--- src/rtl/bz_music_seq_if.sv ---
// Signal bundle between a music sequencer, its note ROM and the tone PWM.
// The sequencer is the slave; the controller/ROM/PWM side is the master.
interface bz_music_seq_if #(
   parameter int SONG_W = 2,
   parameter int SEG_W  = 6,
   parameter int NOTE_W = 5,
   parameter int BEAT_W = 4
);
   // No valid/ready pair: rom_addr is registered and the ROM must return
   // rom_data exactly one clock later, holding it while rom_addr is stable.
   logic                     en;
   logic                     pause;
   logic                     loop;
   logic [SONG_W-1:0]        song_sel;
   logic [SONG_W+SEG_W-1:0]  rom_addr;
   logic [NOTE_W+BEAT_W-1:0] rom_data;
   logic [NOTE_W-1:0]        note_code;
   logic                     tone_en;
   logic                     tone_rstn;
   logic                     busy;
   logic                     done;
   logic [2:0]               state;

   modport master (
      output en, pause, loop, song_sel, rom_data,
      input  rom_addr, note_code, tone_en, tone_rstn, busy, done, state
   );

   modport slave (
      input  en, pause, loop, song_sel, rom_data,
      output rom_addr, note_code, tone_en, tone_rstn, busy, done, state
   );
endinterface

--- src/rtl/bz_music_seq.sv ---
// Note-ROM music sequencer: walks {note, beat} entries of one song and drives
// a tone PWM, with pause/hold, looping and level-sensitive abort.
module bz_music_seq #(
   parameter int SONG_W   = 2,
   parameter int SEG_W    = 6,
   parameter int NOTE_W   = 5,
   parameter int BEAT_W   = 4,
   parameter int TICK_DIV = 3_125_000,
   parameter int GAP_CYC  = 250_000
) (
   input logic           clk,
   input logic           rstn,
   bz_music_seq_if.slave bus
);

   localparam int TICK_CW = $clog2(TICK_DIV);
   localparam int GAP_CW  = (GAP_CYC > 1) ? $clog2(GAP_CYC) : 1;
   localparam logic [TICK_CW-1:0] TICK_LAST = TICK_CW'(TICK_DIV - 1);
   localparam logic [GAP_CW-1:0]  GAP_LAST  = GAP_CW'(GAP_CYC - 1);

   typedef enum logic [2:0] {
      S_IDLE  = 3'd0,
      S_FETCH = 3'd1,
      S_WAIT  = 3'd2,
      S_LOAD  = 3'd3,
      S_PLAY  = 3'd4,
      S_GAP   = 3'd5,
      S_HOLD  = 3'd6
   } state_t;

   state_t                    state, nxt;
   state_t                    ret, ret_n;
   logic [SONG_W-1:0]         song, song_n;
   logic [SEG_W-1:0]          offset, offset_n;
   logic [NOTE_W-1:0]         note, note_n;
   logic [BEAT_W-1:0]         beat_cnt, beat_n;
   logic [TICK_CW-1:0]        tick, tick_n;
   logic [GAP_CW-1:0]         gap, gap_n;
   logic [SONG_W+SEG_W-1:0]   addr, addr_n;
   logic                      tone_en_q, tone_en_n;
   logic                      tone_rstn_q, tone_rstn_n;
   logic                      busy_q, done_q, done_n;
   logic                      eos;
   logic [NOTE_W-1:0]         rom_note;
   logic [BEAT_W-1:0]         rom_beat;

   assign rom_note = bus.rom_data[NOTE_W+BEAT_W-1:BEAT_W];
   assign rom_beat = bus.rom_data[BEAT_W-1:0];

   always_ff @(posedge clk or negedge rstn) begin
      if (!rstn) begin
         state       <= S_IDLE;
         ret         <= S_IDLE;
         song        <= '0;
         offset      <= '0;
         note        <= '0;
         beat_cnt    <= '0;
         tick        <= '0;
         gap         <= '0;
         addr        <= '0;
         tone_en_q   <= 1'b0;
         tone_rstn_q <= 1'b0;
         busy_q      <= 1'b0;
         done_q      <= 1'b0;
      end else begin
         state       <= nxt;
         ret         <= ret_n;
         song        <= song_n;
         offset      <= offset_n;
         note        <= note_n;
         beat_cnt    <= beat_n;
         tick        <= tick_n;
         gap         <= gap_n;
         addr        <= addr_n;
         tone_en_q   <= tone_en_n;
         tone_rstn_q <= tone_rstn_n;
         busy_q      <= (nxt != S_IDLE);
         done_q      <= done_n;
      end
   end

   // Outputs are registered from the next-state decision, so each output
   // reflects the state entered on the same edge.
   always_comb begin
      nxt      = state;
      ret_n    = ret;
      song_n   = song;
      offset_n = offset;
      note_n   = note;
      beat_n   = beat_cnt;
      tick_n   = tick;
      gap_n    = gap;
      done_n   = 1'b0;
      eos      = 1'b0;

      case (state)
         S_IDLE: begin
            if (bus.en) begin
               nxt      = S_FETCH;
               song_n   = bus.song_sel;
               offset_n = '0;
            end
         end
         S_FETCH: nxt = S_WAIT;
         S_WAIT:  nxt = S_LOAD;
         S_LOAD: begin
            if (rom_beat == '0) begin
               eos = 1'b1;
            end else begin
               note_n = rom_note;
               beat_n = rom_beat;
               tick_n = '0;
               ret_n  = S_PLAY;
               nxt    = bus.pause ? S_HOLD : S_PLAY;
            end
         end
         S_PLAY: begin
            // The cycle that sees pause still counts, keeping tone time exact.
            if (tick == TICK_LAST) begin
               tick_n = '0;
               beat_n = beat_cnt - BEAT_W'(1);
               if (beat_cnt == BEAT_W'(1)) begin
                  nxt   = S_GAP;
                  gap_n = '0;
               end
            end else begin
               tick_n = tick + TICK_CW'(1);
            end
            if (nxt == S_PLAY && bus.pause) begin
               nxt   = S_HOLD;
               ret_n = S_PLAY;
            end
         end
         S_GAP: begin
            if (gap == GAP_LAST) begin
               if (&offset) begin
                  eos = 1'b1;
               end else begin
                  offset_n = offset + SEG_W'(1);
                  nxt      = S_FETCH;
               end
            end else begin
               gap_n = gap + GAP_CW'(1);
               if (bus.pause) begin
                  nxt   = S_HOLD;
                  ret_n = S_GAP;
               end
            end
         end
         S_HOLD: begin
            if (!bus.pause) nxt = ret;
         end
         default: nxt = S_IDLE;
      endcase

      if (eos) begin
         if (bus.loop) begin
            offset_n = '0;
            nxt      = S_FETCH;
         end else begin
            done_n = 1'b1;
            nxt    = S_IDLE;
         end
      end

      if (state != S_IDLE && !bus.en) begin
         nxt    = S_IDLE;
         done_n = 1'b0;
      end

      if (nxt == S_IDLE) begin
         note_n = '0;
         beat_n = '0;
         tick_n = '0;
         gap_n  = '0;
      end
   end

   always_comb begin
      addr_n      = (nxt == S_FETCH) ? {song_n, offset_n} : addr;
      tone_en_n   = (nxt == S_PLAY) && (note_n != '0);
      tone_rstn_n = tone_en_n || (nxt == S_HOLD);
   end

   assign bus.rom_addr  = addr;
   assign bus.note_code = note;
   assign bus.tone_en   = tone_en_q;
   assign bus.tone_rstn = tone_rstn_q;
   assign bus.busy      = busy_q;
   assign bus.done      = done_q;
   assign bus.state     = state;

endmodule

--- src/flat_wrapper.sv ---
// flat-port wrapper written by rule: the top's interface ports become plain ports
module bz_music_seq_flat 
#(
   parameter int SONG_W   = 2,
   parameter int SEG_W    = 6,
   parameter int NOTE_W   = 5,
   parameter int BEAT_W   = 4,
   parameter int TICK_DIV = 3_125_000,
   parameter int GAP_CYC  = 250_000
)
  (clk, rstn, bus_en, bus_pause, bus_loop, bus_song_sel, bus_rom_data, bus_rom_addr, bus_note_code, bus_tone_en, bus_tone_rstn, bus_busy, bus_done, bus_state);
  bz_music_seq_if #(.SONG_W(SONG_W), .SEG_W(SEG_W), .NOTE_W(NOTE_W), .BEAT_W(BEAT_W)) bus_i ();
  input logic clk;
  input logic rstn;
  input wire logic [$bits(bus_i.en)-1:0] bus_en;
  input wire logic [$bits(bus_i.pause)-1:0] bus_pause;
  input wire logic [$bits(bus_i.loop)-1:0] bus_loop;
  input wire logic [$bits(bus_i.song_sel)-1:0] bus_song_sel;
  input wire logic [$bits(bus_i.rom_data)-1:0] bus_rom_data;
  output wire logic [$bits(bus_i.rom_addr)-1:0] bus_rom_addr;
  output wire logic [$bits(bus_i.note_code)-1:0] bus_note_code;
  output wire logic [$bits(bus_i.tone_en)-1:0] bus_tone_en;
  output wire logic [$bits(bus_i.tone_rstn)-1:0] bus_tone_rstn;
  output wire logic [$bits(bus_i.busy)-1:0] bus_busy;
  output wire logic [$bits(bus_i.done)-1:0] bus_done;
  output wire logic [$bits(bus_i.state)-1:0] bus_state;
  assign bus_i.en = bus_en;
  assign bus_i.pause = bus_pause;
  assign bus_i.loop = bus_loop;
  assign bus_i.song_sel = bus_song_sel;
  assign bus_i.rom_data = bus_rom_data;
  assign bus_rom_addr = bus_i.rom_addr;
  assign bus_note_code = bus_i.note_code;
  assign bus_tone_en = bus_i.tone_en;
  assign bus_tone_rstn = bus_i.tone_rstn;
  assign bus_busy = bus_i.busy;
  assign bus_done = bus_i.done;
  assign bus_state = bus_i.state;
  bz_music_seq #(.SONG_W(SONG_W), .SEG_W(SEG_W), .NOTE_W(NOTE_W), .BEAT_W(BEAT_W), .TICK_DIV(TICK_DIV), .GAP_CYC(GAP_CYC)) u_core (.clk(clk), .rstn(rstn), .bus(bus_i));
endmodule
--- config.mk ---
export PLATFORM = sky130hd
export DESIGN_NAME = bz_music_seq_flat
export DESIGN_NICKNAME = d
export VERILOG_FILES = /design/src/rtl/bz_music_seq_if.sv /design/src/rtl/bz_music_seq.sv /design/src/flat_wrapper.sv
export SDC_FILE = /design/constraint.sdc
export NUM_CORES = 1
export LEC_CHECK = 0
export ABC_AREA = 1
export CAP_MARGIN = 20
export CORE_MARGIN = 5
export CORE_UTILIZATION = 60
export CTS_BUF_LIST = sky130_fd_sc_hd__clkbuf_2 sky130_fd_sc_hd__clkbuf_4 sky130_fd_sc_hd__clkbuf_8
export CTS_CLUSTER_DIAMETER = 30
export DETAILED_ROUTE_END_ITERATION = 12
export PLACE_DENSITY = 0.8
export SYNTH_ARGS = -nofsm -noshare
export SYNTH_HDL_FRONTEND = slang
export SYNTH_SLANG_ARGS = --single-unit
--- constraint.sdc ---
create_clock -name clk -period 2.6 [get_ports clk]
set_input_delay 0.26 -clock clk [delete_from_list [all_inputs] [get_ports clk]]
set_output_delay 0.26 -clock clk [all_outputs]
set_load 0.05 [all_outputs]
==> impl_metrics.tcl, run 1 <==
set metrics [dict create \
    gp_congestion 0.9717 \
    clock_latency_ns 0.35 \
    synthSimpleGateAreaFrac 0.3312 \
    synthTopCellsByCount "nand2_1, dfrtp_1, inv_1, nor2_1, nand3_1" \
    leakagePower_nw 2.463 \
    synth_mux_area_frac 0.01745 \
    place_ws_ns 0.1649 \
    antenna_found_initial 0 \
    ctsHoldBuffers 0 \
    grt_pass1_vias 4121 \
    syn_nets 618 \
    synth_top_area_frac 0.4099 \
    tightest_slew_ns 0.9440 \
    worstSetupPathType "reg2reg" \
    hold_class "in2async" \
    area_growth_pct 16.70 \
    setup_viol_count_final 0 \
    wl_met2_mm 5.204 \
    utilization 0.7231 \
    period_share 0.9177 \
    wl_mm 11.21 \
    antenna_cells 0 \
    end_kind "flop" \
    peakVddDrop_mv 0.7133 \
    ys_top_cells_by_area "dfrtp_1, nand2_1, inv_1" \
    grt_usage 0.2441 \
    drt-met1-wl_mm 5.023 \
    cts_root_buf "clkbuf_8" \
    cts_max_path_buffers 2 \
    dieArea_um2 9365 \
    synth_flop_cell "dfrtp_1" \
    synth_edf_count 0 \
    drive_above_1_share 0.1233 \
    finalCriticalPeriod_ns 2.386 \
    top_level_ports 36 \
    cap_violations 0 \
    report.final.slew_viol_count 0 \
    yosys_register_bits 74 \
    drtIter0Drc 401 \
    worstPathRequired_ns 2.85 \
    synth_top_family_by_area "simple AND/OR/NAND/NOR gates" \
    yosysWarnings 0 \
    slew_headroom 0.3707 \
    die_x_um 96.78 \
    fin_setup_tns_ns 0 \
    fin_area_um2 5273 \
    synth_top_cell_by_area "dfrtp_1" \
    synth_cell_types 41 \
    cts.clk_slew.worst_paths_ns 0.08 \
    vias 4229 \
    vias_per_cell 5.594 \
    place_hpwl_mm 7.900 \
    synthAdderAreaFrac 0.01385 \
    fillers 589 \
    htree_levels 3 \
    wl_met3_um 801 \
    clock-sinks 74 \
    placed_area_um2 5006 \
    syn_area_um2 4518 \
    topRoutingLayerUsed "met4" \
    cts_buffers 9 \
    rsz0062_at_grt "no" \
    syn_avg_cell_area_um2 7.568 \
    io_buffers 35 \
    grt_pass1_wl_mm 19.20 \
    rows 31 \
    first_pass_iters 5 \
    die_y_um 96.78 \
    drc 0 \
    power.density_nw_per_um2 1024 \
    syn_inst 597 \
    worstPathMaxFanout 9 \
    crit_path_start_kind "flop" \
    synth_compound_area_frac 0.09250 \
    fmax_ghz 0.4191 \
    outcome "complete, no violations" \
    synthXorXnorAreaFrac 0.04459 \
    total_power_w 0.005397 \
    nNetsFinal 674 \
    async_flop_share 1.000 \
    timing.clock.skew_ns 0.008645 \
    core_area_um2 7292 \
    wl_per_cell_um 14.83 \
    postRouteAntennaNets 0 \
    grt_max_degree 75 \
    overflow 0 \
    layout_setup_ws_ns 0.2139 \
    cts_tree "built" \
    crit_arrival_ns 2.63 \
    synth_most_common_cell "nand2_1" \
    hold_viol 0 \
    floorplan.initialDensity 0.6196 \
    yosysSeqAreaShare 0.4099 \
]
through the flow:
stage | hold WS (ns) | cells
finish | 0.03869 | 756
global route | 0.1228 | 756
CTS | 0.09562 | 748
detailed placement | 0.4646 | 733
global placement | 0.4536 | 733
floorplan | -0.03559 | 597
registers in the layout, summed over array words and instances, names as in the netlist:
name,count
u_core.bus.tone_en,1
u_core.ret,2
u_core.bus.rom_addr,8
u_core.song,2
u_core.bus.busy,1
u_core.bus.note_code,5
u_core.bus.tone_rstn,1
u_core.tick,22
u_core.bus.done,1
u_core.beat_cnt,4
u_core.bus.state,3
u_core.gap,18
u_core.offset,6
kinds of logic (layout without fill, tap and decap cells):
logic type / Yosys count / count (layout)
AO/OA/AOI/OAI: 73 / 73
adder cells (fa/ha/maj): 5 / 5
multiplexers: 7 / 7
XOR/XNOR: 23 / 23
AND/OR/NAND/NOR: 322 / 323
buffers and inverters: 93 / 152
flip-flops: 74 / 74
final timing paths:
check,startpoint,to,slack [ns],depth (start not counted)
min reg2reg,u_core.bus.rom_addr[6]$_DFFE_PN0N_,u_core.bus.rom_addr[6]$_DFFE_PN0N_,0.48,2
max,u_core.gap[0]$_DFFE_PN0P_,u_core.gap[8]$_DFFE_PN0P_,0.21,15
max in group asynchronous,rstn,u_core.gap[7]$_DFFE_PN0P_,1.94,1
max reg2reg,u_core.gap[0]$_DFFE_PN0P_,u_core.gap[8]$_DFFE_PN0P_,0.21,15
min,rstn,u_core.tick[6]$_DFFE_PN0P_,0.04,1
min in group clk,u_core.bus.rom_addr[6]$_DFFE_PN0N_,u_core.bus.rom_addr[6]$_DFFE_PN0N_,0.48,2
worst max-delay path, cell delays in order, from the launching register on:
cell and delay [ns]:
dfrtp_1 0.41, ha_2 0.22, nand3_1 0.13, nor2_1 0.14
nand2_1 0.14, inv_1 0.10, nand3_1 0.10, nand2_1 0.10
nand2_1 0.11, nand3_4 0.14, nand3_4 0.16, buf_4 0.21
nand2_4 0.10, inv_2 0.08, o211ai_1 0.09, nand2_1 0.06
per-layer routing:
metal  track usage  up-vias
met5             0        -
met4       0.07343        0
met3       0.05755       22
met2        0.3795      166
met1        0.3395     1987
li1              -     2054
what timing repair did:
item                       in CTS  in global routing
gates resized for setup         0                  4
setup endpoints to repair       0                 23
setup buffers                   0                  7
where the power goes:
group | switching (W) | internal [W]
Sequential | 0.000154 | 0.00134
Clock | 0.000445 | 0.000447
Combinational | 0.00194 | 0.00107
Total | 0.00254 | 0.00286
area by class of cell:
| class | instances | area [µm²] | area share |
|---|---|---|---|
| multi-input combinational | 431 | 2280 | 0.4324 |
| clock buffer | 10 | 131.4 | 0.02492 |
| clock inverter | 5 | 56.30 | 0.01068 |
| inverter | 80 | 300.3 | 0.05695 |
| sequential | 74 | 1852 | 0.3512 |
| tap | 99 | 123.9 | 0.02349 |
| timing repair buffer | 57 | 529.3 | 0.1004 |
cell usage in the layout (no fill, tap or decap), types with 4 or more instances in the layout:
cell,count
nor4_1,6
inv_2,7
mux2_2,7
o21ai_1,7
o21ai_0,36
clkbuf_8,9
ha_1,4
dfrtp_1,74
xor2_1,21
clkdlybuf4s50_1,34
buf_4,21
nor3_1,20
nor2_2,5
o21ai_2,4
nor2_1,67
inv_1,71
nand3_1,44
nand2_2,4
nand4_1,19
a21oi_1,16
nand2_1,139
Power figures use the tool's default switching activity.
==> run 2, diff against run 1 <==
--- a/config.mk
+++ b/config.mk
@@ -6,6 +6,7 @@
 export NUM_CORES = 1
 export LEC_CHECK = 0
 export ABC_AREA = 1
+export ABC_CLOCK_PERIOD_IN_PS = 2600
 export CAP_MARGIN = 20
 export CORE_MARGIN = 5
 export CORE_UTILIZATION = 60
==> results of run 2 <==
Final layout, timing and power as in run 1 (identical DEF).
==> run 3, diff against run 2 <==
--- a/config.mk
+++ b/config.mk
@@ -6,12 +6,14 @@
 export NUM_CORES = 1
 export LEC_CHECK = 0
 export ABC_AREA = 1
-export ABC_CLOCK_PERIOD_IN_PS = 2600
+export ABC_CLOCK_PERIOD_IN_PS = 2400
 export CAP_MARGIN = 20
+export CORE_ASPECT_RATIO = 1.5
 export CORE_MARGIN = 5
 export CORE_UTILIZATION = 60
 export CTS_BUF_LIST = sky130_fd_sc_hd__clkbuf_2 sky130_fd_sc_hd__clkbuf_4 sky130_fd_sc_hd__clkbuf_8
 export CTS_CLUSTER_DIAMETER = 30
+export CTS_CLUSTER_SIZE = 10
 export DETAILED_ROUTE_END_ITERATION = 12
 export PLACE_DENSITY = 0.8
 export SYNTH_ARGS = -nofsm -noshare
==> constraint.sdc (replaced) <==
create_clock -name clk -period 2.4 [get_ports clk]
set_input_delay 0.24 -clock clk [delete_from_list [all_inputs] [get_ports clk]]
set_output_delay 0.24 -clock clk [all_outputs]
set_load 0.05 [all_outputs]
==> impl_metrics.tcl, run 3 (synthesis gave the netlist of run 1 again) <==
set metrics [dict create \
    outcome "finished with violations" \
    violations "hold timing" \
    crit_buf_inv 4 \
    first_pass_iters 8 \
    end_kind "flop" \
    grt_pass1_vias 4191 \
    vias_per_cell 5.630 \
    hold_slack_ns -0.004606 \
    hold_viol 4 \
    cts_tree "built" \
    htree_levels 3 \
    worstPathMaxFanout 22 \
    layout_setup_ws_ns 0.1263 \
    cts_root_buf "clkbuf_8" \
    drive_above_1_share 0.1372 \
    die_y_um 116.3 \
    rr_startpoint "u_core.bus.state[2]$_DFF_PN0_" \
    crit_path_start_kind "flop" \
    ctsHoldBuffers 0 \
    core_area_um2 7274 \
    top_level_ports 36 \
    drc 0 \
    cts_buffers 9 \
    place_ws_ns 0.07574 \
    overflow 0 \
    cap_violations 0 \
    r2r_slack_ns 0.13 \
    rr_worst_depth 13 \
    fin_area_um2 5298 \
    dieArea_um2 9401 \
    reg2reg_to "u_core.beat_cnt[0]$_DFFE_PN0P_" \
    peakVddDrop_mv 0.8832 \
    clock_latency_ns 0.36 \
    cts.clk_slew.worst_paths_ns 0.08 \
    regMostFlops "u_core.tick" \
    area_growth_pct 17.25 \
    grt_usage 0.2658 \
    vias 4256 \
    final_common_cell "nand2_1" \
    grt_pass1_wl_mm 19.26 \
    slew_headroom 0.3733 \
    io_buffers 35 \
    grt_max_degree 75 \
    report.final.slew_viol_count 0 \
    crit_arrival_ns 2.57 \
    wl_mm 11.69 \
    fmax_ghz 0.4398 \
    clock-sinks 74 \
    placed_area_um2 5025 \
    utilization 0.7282 \
    worstSetupPathType "reg2reg" \
    tightest_slew_ns 0.9401 \
    rows 38 \
    cts_max_path_buffers 2 \
    finalCriticalPeriod_ns 2.274 \
    antenna_found_initial 0 \
    wl_per_cell_um 15.46 \
    largest_reg_flops 22 \
    crit_top_cell "inv_2" \
    floorplan.initialDensity 0.6211 \
    hold_class "in2async" \
    antenna_cells 0 \
    slowest_stage "dfrtp_1" \
    layout_common_cells "nand2_1, dfrtp_1, inv_1" \
    setup_viol_count_final 0 \
    postRouteAntennaNets 0 \
    drtIter0Drc 278 \
    die_x_um 80.85 \
    period_share 0.9474 \
    nNetsFinal 672 \
    leakagePower_nw 2.457 \
    crit_chain "inv_2, nor2_4, inv_2, nor2_4, inv_2, o21ai_2, nor2_1, nand3_2, nand3_4, nand3_4, buf_4, nand4_1, nand2_1" \
    critPathMaxStageDelay_ns 0.45 \
    gp_congestion 0.9873 \
    timing.clock.skew_ns 0.008097 \
    crit_family "simple AND/OR/NAND/NOR gates" \
    place_hpwl_mm 8.573 \
    power.density_nw_per_um2 1092 \
    worstPathRequired_ns 2.70 \
]
run 3: cell types whose count changed in the layout (fill, tap and decap cells not counted), sizes merged:
cell	previous run	this run
buf	23	22
nand3	50	49
clkbuf	10	11
run 3: per-layer routing:
metal | vias up | share of wire | wire length [µm] | global-route usage
met5 | - | 0 | 0 | 0
met4 | 0 | 0.038 | 441 | 0.1353
met3 | 39 | 0.039 | 457 | 0.04475
met2 | 141 | 0.56 | 6556 | 0.4866
met1 | 2018 | 0.36 | 4230 | 0.2895
li1 | 2058 | - | - | -
run 3: timing repair:
item                                    in CTS  in global routing
endpoints found under the setup margin       0                 48
gates resized for setup                      0                 16
setup buffers                                0                  2
run 3: worst max path at each step:
stage | startpoint | to | slack, ns | depth (start not counted)
after floorplan | u_core.bus.state[2]$_DFF_PN0_ | u_core.bus.rom_addr[1]$_DFFE_PN0N_ | 0.11 | 14
after global placement | u_core.offset[0]$_DFF_PN0_ | u_core.gap[8]$_DFFE_PN0P_ | 0.14 | 15
after detailed placement | u_core.offset[0]$_DFF_PN0_ | u_core.gap[8]$_DFFE_PN0P_ | 0.08 | 15
after CTS | u_core.offset[0]$_DFF_PN0_ | u_core.gap[8]$_DFFE_PN0P_ | 0.04 | 15
after global routing | u_core.bus.state[2]$_DFF_PN0_ | u_core.gap[2]$_DFFE_PN0P_ | -0.04 | 14
final | u_core.bus.state[2]$_DFF_PN0_ | u_core.beat_cnt[0]$_DFFE_PN0P_ | 0.13 | 13
run 3: layout make-up:
cell class | count | area, µm²
inverters | 80 | 300.3
clock buffers | 11 | 151.4
flip-flops and latches | 74 | 1853
fillers | 584 | 1977
multi-input cells | 430 | 2302
clock inverters | 5 | 52.55
repair buffers | 56 | 513.0
well taps | 100 | 125.1
run 3: metrics by stage:
step	TNS, ns	instances	power [W]
2_1_floorplan	0	597	0.003935
4_1_cts	0	754	0.005686
3_3_place_gp	0	738	0.004592
5_1_grt	-0.1070	756	0.006134
6_report	0	756	0.005787
3_5_place_dp	0	738	0.004661
run 3: power by group:
group / switching [W] / leakage, nW / total (W) / internal, W
registers: 0.000172 / 1.00 / 0.00163 / 0.00146
logic: 0.00210 / 1.35 / 0.00314 / 0.00104
clock network: 0.000489 / 0.105 / 0.00102 / 0.000531
==> RTL change: new RTL, config.mk and constraints of run 2 <==
One comparison of `tick` changes from == to >=.
--- a/src/rtl/bz_music_seq.sv
+++ b/src/rtl/bz_music_seq.sv
@@ -116,7 +116,7 @@
          end
          S_PLAY: begin
             // The cycle that sees pause still counts, keeping tone time exact.
-            if (tick == TICK_LAST) begin
+            if (tick >= TICK_LAST) begin
                tick_n = '0;
                beat_n = beat_cnt - BEAT_W'(1);
                if (beat_cnt == BEAT_W'(1)) begin
Behaviour: same outputs for any inputs over 10 cycles, from zero or initial values and one cycle with rstn low; that may be too few to reach the edited logic, so the function may still have changed.
==> RTL change against run 2 <==
  * Utilization is 0.70 points lower
  * Worst hold slack worse by 0.015 ns
  * Sequential share of layout area is 0.56 points higher
  * Setup slack better by 0.0094 ns
  * Die area is 0.81% lower
  * Area after synthesis is 0.91% lower
  * Clock skew is 0.00055 ns higher
  * Sequential cell count stayed put
  * Synthesized cell count is 1.5% higher
  * Design area is 1.5% lower
  * Routed wire length is 3.6% lower
  * Non-clock buffer count is 9 lower
  * Total power is 4.1% lower
  * Highest routed layer unchanged
==> RTL change: results (changes against run 2) <==
Outcome
  – Status: finished clean (unchanged)

Global route
  – Overall Global Routing Usage: 25.2% (was 24.4%)
  – First-pass GRT wire length: 18200 microns (was 19200 microns)
  – Vias in the first global route: 3983 (was 4121)

Worst setup path
  – Max incr delay on CP: 0.49 ns (was 0.41 ns)
  – Worst Path Arrival: 2.62 ns (was 2.63 ns)
  – Crit path capture: u_core.tick[11] (was u_core.gap[8])
  – Worst-path fanout max: 16 (was 9)
  – Setup crit start: u_core.bus.state[0] (was u_core.gap[0])
  – Slowest stage cell, crit path: dfrtp_2 (was dfrtp_1)
  – Reg2reg path depth: 13 (was 15)

Pwr
  – P per Cell Area: 997 nW/um^2 (was 1020 nW/um^2)
  – Peak VDD IR: 0.781 mV (was 0.713 mV)
  – Leak: 2.51 nW (was 2.46 nW)

Layout
  – Fillers: 616 (was 589)
  – Fin nets: 677 (was 674)
  – Share of cells above drive strength 1: 10.7% (was 12.3%)
  – Largest register FFs: 22 (unchanged)

Worst hold path
  – Worst min-delay path class: primary input to asynchronous set/reset pin (unchanged)

Route
  – Drt via density: 5.50 (was 5.59)
  – First-pass DRT Iterations: 4 (was 5)
  – Post-Route WL: 10800 microns (was 11200 microns)
  – Vias: 4180 (was 4229)
  – Starting DRT DRC Count: 225 (was 401)

Placed design
  – Placed inst area: 4940 sq um (was 5010 sq um)
  – Placed Instances: 740 (was 733)
  – Hpwl dp: 7820 microns (was 7900 microns)
  – Pre-CTS setup slack: 0.118 ns (was 0.165 ns)
  – GPL Wtd Cong: 0.956 (was 0.972)

Timing
  – Clock Skews: 0.00919 ns (was 0.00864 ns)
  – Worst-Margin Slew: 0.919 ns (was 0.944 ns)
  – Final worst slack: 0.223 ns (was 0.214 ns)

Clock tree
  – Clock buffer depth: 2 (unchanged)
  – Worst-path clk slew: 0.08 ns (about the same)

Logic synthesis
  – Synth Area in Adders: 1.40% (was 1.38%)
  – Synthesized Nets: 627 (was 618)
  – Xor/xnor share of the synthesized area: 4.89% (was 4.46%)
  – Commonest cells post-synth: 161 x nand2_1, 74 x dfrtp_1, 73 x inv_1, 63 x nor2_1, 36 x nand3_1 (was 140 x nand2_1, 74 x dfrtp_1, 71 x inv_1, 67 x nor2_1, 44 x nand3_1)
  – Top cells by area, synth: dfrtp_1 41%, nand2_1 13%, inv_1 6.1% (was dfrtp_1 41%, nand2_1 12%, inv_1 5.9%)
  – Compound-cell area share of the yosys netlist: 7.69% (was 9.25%)
  – Register area share after synthesis: 41.4% (was 41.0%)
  – Post-Syn Area per Cell: 7.39 sq um (was 7.57 sq um)
-- RTL change: changes by cell type after synthesis, sizes merged, moves of 5 or more --
cell | run 2 | this run
nand3 | 49 | 40
nand4 | 20 | 25
nand2 | 145 | 169
nor3 | 21 | 26
nor2 | 75 | 68
inv | 78 | 83
o21ai | 47 | 37
-- RTL change: report_power, final --
group          leakage, nW  internal [W]  total, W  switching (W)
combinational         1.41      0.000898   0.00286        0.00196
sequential            1.00       0.00133   0.00149       0.000153
clock               0.0958      0.000408  0.000830       0.000423
total                 2.51       0.00264   0.00518        0.00254
-- RTL change: how the worst min path moves through the flow --
stage | start | end | slack (ns) | cells past startpoint
finish | rstn | u_core.gap[8] | 0.02 | 1
global route | rstn | u_core.gap[8] | 0.12 | 1
CTS | rstn | u_core.gap[9] | 0.07 | 1
detailed placement | rstn | u_core.gap[9] | 0.45 | 1
global placement | rstn | u_core.gap[7] | 0.44 | 1
floorplan | rstn | u_core.beat_cnt[0] | -0.04 | 0
-- RTL change: area by class of cell --
| class | count | area [sq um] | area share (%) |
|---|---|---|---|
| repair buffers | 48 | 453 | 8.72 |
| clock buffers | 12 | 159 | 3.06 |
| well taps | 99 | 124 | 2.38 |
| flip-flops and latches | 74 | 1850 | 35.7 |
| multi-input cells | 440 | 2260 | 43.6 |
| clock inverters | 4 | 26.3 | 0.506 |
| inverters | 83 | 314 | 6.05 |
-- RTL change: per-layer routing --
metal | track usage (%) | part of all wire (%) | vias to the layer above | wire, microns
met5 | 0 | 0 | - | 0
met4 | 11.8 | 2.7 | 0 | 297
met3 | 4.03 | 5.9 | 26 | 635
met2 | 38.0 | 44 | 138 | 4810
met1 | 35.7 | 47 | 1947 | 5070
li1 | - | - | 2069 | -
